## src/rtl/boot_rom_arbiter.sv

```systemverilog
// Round-robin arbiter sharing a single-port, 1-cycle-latency boot ROM between NumReq requesters.
// Grants are combinational; responses are routed back through one registered {valid, idx, err} stage.
module boot_rom_arbiter #(
  parameter int          NumReq   = 2,
  parameter logic [31:0] RomBase  = 32'h0000_0000,
  parameter int          RomWords = 2
) (
  input  logic                     clk_i,
  input  logic                     rst_ni,
  input  logic [NumReq-1:0]        req_i,
  input  logic [NumReq-1:0][31:0]  addr_i,
  output logic [NumReq-1:0]        gnt_o,
  output logic [NumReq-1:0]        rvalid_o,
  output logic [31:0]              rdata_o,
  output logic                     err_o,
  output logic                     rom_req_o,
  output logic [31:0]              rom_addr_o,
  input  logic [31:0]              rom_rdata_i
);

  localparam int IdxW = (NumReq > 1) ? $clog2(NumReq) : 1;

  // Window bounds held in 33 bits so a window ending exactly at 2^32 does not wrap.
  localparam logic [32:0] RomLo = {1'b0, RomBase};
  localparam logic [32:0] RomHi = RomLo + (33'(RomWords) << 2);

  logic [IdxW-1:0] r_rr_ptr;
  logic            r_vld_p1;
  logic [IdxW-1:0] r_idx_p1;
  logic            r_err_p1;

  logic [NumReq-1:0] w_req;
  logic              w_gnt_any;
  logic [IdxW-1:0]   w_gnt_idx;
  logic [31:0]       w_gnt_addr;
  logic [32:0]       w_addr_al;
  logic              w_in_rng;
  logic [IdxW-1:0]   w_ptr_nxt;

  function automatic logic [IdxW-1:0] next_ptr(input logic [IdxW-1:0] k);
    if (k == IdxW'(NumReq - 1)) return '0;
    return k + 1'b1;
  endfunction

  // Requests are masked while reset is held so no grant leaks out of reset.
  assign w_req = req_i & {NumReq{rst_ni}};

  // Two descending passes: the second (indices at or above the pointer) overrides the
  // first (wrapped indices below the pointer), yielding the first request from rr_ptr upward.
  always_comb begin
    w_gnt_any = 1'b0;
    w_gnt_idx = '0;
    for (int i = NumReq - 1; i >= 0; i--) begin
      if (w_req[i] && (i < int'(r_rr_ptr))) begin
        w_gnt_any = 1'b1;
        w_gnt_idx = IdxW'(i);
      end
    end
    for (int i = NumReq - 1; i >= 0; i--) begin
      if (w_req[i] && (i >= int'(r_rr_ptr))) begin
        w_gnt_any = 1'b1;
        w_gnt_idx = IdxW'(i);
      end
    end
  end

  always_comb begin
    for (int i = 0; i < NumReq; i++) begin
      gnt_o[i] = w_gnt_any && (w_gnt_idx == IdxW'(i));
    end
  end

  assign w_gnt_addr = w_gnt_any ? addr_i[w_gnt_idx] : 32'h0;
  assign w_addr_al  = {1'b0, w_gnt_addr[31:2], 2'b00};
  assign w_in_rng   = (w_addr_al >= RomLo) && (w_addr_al < RomHi);
  assign w_ptr_nxt  = next_ptr(w_gnt_idx);

  assign rom_req_o  = w_gnt_any && w_in_rng;
  assign rom_addr_o = w_gnt_addr;

  always_ff @(posedge clk_i or negedge rst_ni) begin
    if (!rst_ni) begin
      r_rr_ptr <= '0;
    end else if (w_gnt_any) begin
      r_rr_ptr <= w_ptr_nxt;
    end
  end

  // ---- p0 -> p1: grant cycle captured as the pending response ----
  always_ff @(posedge clk_i or negedge rst_ni) begin
    if (!rst_ni) begin
      r_vld_p1 <= 1'b0;
      r_idx_p1 <= '0;
      r_err_p1 <= 1'b0;
    end else begin
      r_vld_p1 <= w_gnt_any;
      if (w_gnt_any) begin
        r_idx_p1 <= w_gnt_idx;
        r_err_p1 <= !w_in_rng;
      end
    end
  end

  // ---- p1: response routed to the requester granted one cycle earlier ----
  always_comb begin
    for (int i = 0; i < NumReq; i++) begin
      rvalid_o[i] = r_vld_p1 && (r_idx_p1 == IdxW'(i));
    end
  end

  assign err_o   = r_vld_p1 && r_err_p1;
  assign rdata_o = (r_vld_p1 && !r_err_p1) ? rom_rdata_i : 32'h0;

`ifndef SYNTHESIS
  a_gnt_onehot0: assert property (@(posedge clk_i) disable iff (!rst_ni) $onehot0(gnt_o));
  a_rvalid_onehot0: assert property (@(posedge clk_i) disable iff (!rst_ni) $onehot0(rvalid_o));
  a_rom_req_gnt: assert property (@(posedge clk_i) disable iff (!rst_ni) rom_req_o |-> (|gnt_o));
  for (genvar k = 0; k < NumReq; k++) begin : g_asrt
    a_gnt_req: assert property (@(posedge clk_i) disable iff (!rst_ni) gnt_o[k] |-> req_i[k]);
    a_gnt_rvalid: assert property (@(posedge clk_i) disable iff (!rst_ni) gnt_o[k] |=> rvalid_o[k]);
  end
`endif

endmodule

```

## config.mk

```make
export PLATFORM = sky130hd
export DESIGN_NAME = boot_rom_arbiter
export DESIGN_NICKNAME = d
export VERILOG_FILES = /design/src/rtl/boot_rom_arbiter.sv
export SDC_FILE = /design/constraint.sdc
export NUM_CORES = 1
export LEC_CHECK = 0
export CORE_MARGIN = 4
export CORE_UTILIZATION = 20
export CTS_CLUSTER_SIZE = 10
export DETAILED_ROUTE_END_ITERATION = 16
export PLACE_DENSITY = 0.84
export SLEW_MARGIN = 20
export SYNTH_ARGS = -nofsm -noshare
export SYNTH_HDL_FRONTEND = slang
export SYNTH_SLANG_ARGS = --single-unit
```

## constraint.sdc

```tcl
create_clock -name clk_i -period 2.1 [get_ports clk_i]
set_clock_uncertainty 0.1 [all_clocks]
set_input_delay 0.42 -clock clk_i [delete_from_list [all_inputs] [get_ports clk_i]]
set_output_delay 0.42 -clock clk_i [all_outputs]
set_load 0.02 [all_outputs]
```

==> metrics.yaml <==
syn_nets: 259
fmax_mhz: 363
hold_violations: 0
relSlewSlack: 0.796
period_minus_slack_ps: 2760
p_per_area_nw_per_um2: 287
worst-slew-pin-transition_ps: 306
fp.dieW_um: 79.2
synth.most_common_cell: "nand2_1"
cp_max_fo: 5
die_area_um2: 6280
ys.warnings.count: 0
netlist_instances: 159
synth-edff-count: 0
rsz0062_at_grt: "yes"
grt_pass1_vias: 2222
holdBufCountCts: 0
leakagePower_nw: 1.75
slew_violations: 0
antenna_left: 0
rows: 25
worstSetupEndpointType: "output port"
placed_area_um2: 3320
antenna_found_initial: 0
drc: 0
setup_viol: 22
synth_top_area_cell: "and2_1"
critPathArrivalTime_ps: 2240
place_congestion: 0.828
clk_latency_ps: 220
ys_top_cells_by_area: "and2_1 (22%), nand2_1 (14%), o32ai_1 (12%)"
synth_cell_types: 32
diodes: 0
routed_wl_um: 7470
synth_area_um2: 1010
io_pins: 170
dieHeight_um: 79.2
required_ps: 1580
fin_ws_ps: -656
critical_path_class: "register to output port"
cts-buffers-inserted: 3
maxCapViolations: 0
grt_overflow_total: 0
h-tree-depth: 1
dp_hpwl_um: 5720
period_share: 1.31
drive_above_1_share: 0.417
dr.pass1.iters: 4
clock_sinks: 4
area_delta_synth_final_pct: 257
hold_class: "primary input to async pin"
fin_nets: 483
vdd_ir_drop_max_uv: 299
synth-main-ff-cell: "dfrtp_1"
port_buffers: 169
cts_tree: "done"
grt_pass1_wl_um: 10700
rrSetupSlack_ps: -450
violations: "setup timing"
outcome: "finished, violations left"
synth_top_cell_area_share: 0.216
initial_core_util: 0.211
grt_use_total: 0.210
drt_iter0_drc: 42
clockBufferDepth: 2
avgViaCountPerCell: 4.80
ys_async_sr_fraction: 1.00
start_kind: "register"
ys_seq_area_frac: 0.0986
synthTopCellsByCount: "nand2_1 (39), and2_1 (35), o32ai_1 (14)"
post-place-ws_ps: -1430
coreArea_um2: 4820
design_area_um2: 3630
cts_root_buf: "clkbuf_8"
grt_max_degree: 33
avgSynthCellArea_um2: 6.38
routedWlPerCell_um: 16.7
vias: 2149
clk_pin_slew_ps: 30
yosys_register_bits: 4
==> worst paths after layout <==
path	from	end	cells past startpoint
worst max-delay path	r_rr_ptr	rom_req_o	6
worst min-delay path	rst_ni	r_err_p1	2
worst max register to register	r_rr_ptr	r_err_p1	9
worst min register to register	r_idx_p1	r_idx_p1	1
max in group asynchronous	rst_ni	r_rr_ptr	3
min in group clk_i	r_idx_p1	r_idx_p1	1
==> through the flow <==
step           std cells  power [mW]  hold WS (ps)  setup TNS (ps)  utilization
2_1_floorplan        159       0.351          24.4            -438            -
3_3_place_gp         432       0.759           393          -32890        0.689
3_5_place_dp         432       0.770           403          -34500        0.689
4_1_cts              442       0.971          89.3           -1650        0.715
5_1_grt              448        1.10          49.1           -5240        0.753
6_report             448        1.04          56.6           -3810        0.753
==> worst max-delay path: stages, from the launching register on <==
cell	delay [ps]
dfrtp_1	390
and2b_4	350
o32ai_4	120
or4_1	530
or3_4	370
nor3_4	130
buf_6	140
==> metal layers <==
layer | routed length (um) | share of wire | up-vias | global-route usage
li1 | - | - | 1023 | -
met1 | 2520 | 0.34 | 978 | 0.216
met2 | 4050 | 0.54 | 128 | 0.420
met3 | 648 | 0.087 | 20 | 0.0499
met4 | 243 | 0.033 | 0 | 0.0498
met5 | 0 | 0 | - | 0
==> what timing repair did <==
| action | 4_1_cts | 5_1_grt |
|---|---|---|
| buffers inserted | 6 | 6 |
| resized for setup | 238 | 58 |
| pin swaps | 18 | 20 |
| setup endpoints to repair | 68 | 34 |
| cloned | 1 | 0 |
| endpoints found under the hold margin | 0 | 0 |
==> layout make-up <==
type                       count  area [um^2]
multi-input combinational    137         1230
clock buffer                   3         41.3
fill                         367         1190
tap                           67         83.8
timing repair buffer         232         2150
sequential                     4          100
inverter                       5         18.8
==> logic make-up after synthesis <==
kind of cell,synth area share
and+or+nand+nor,0.506
AOI/OAI and AO/OA,0.326
DFF,0.0986
buffers and inverters,0.0703
==> registers in the layout (all words and copies together) (netlist names) <==
register and count:
r_err_p1 1, r_idx_p1 1, r_rr_ptr 1, r_vld_p1 1
==> cell usage in the layout (no fill, tap or decap), drive strengths merged, types with 2 or more instances in the layout <==
| cell type | count |
|---|---|
| buf | 95 |
| clkdlybuf4s50 | 85 |
| dlygate4sd2 | 43 |
| nand2 | 39 |
| and2 | 35 |
| o32ai | 14 |
| a22o | 8 |
| clkbuf | 7 |
| o21ai | 6 |
| inv | 5 |
| or4 | 5 |
| nor2b | 4 |
| dfrtp | 4 |
| clkdlybuf4s15 | 4 |
| nor2 | 3 |
| and3 | 2 |
| nor4 | 2 |
| a21o | 2 |
| a32oi | 2 |
==> where the power goes <==
group | switching (mW) | internal [mW] | total, mW
logic | 0.331 | 0.457 | 0.788
clock network | 0.0415 | 0.122 | 0.164
registers | 0.00540 | 0.0843 | 0.0897
total | 0.378 | 0.663 | 1.04
Note: power is estimated with default switching activity, not from simulation.
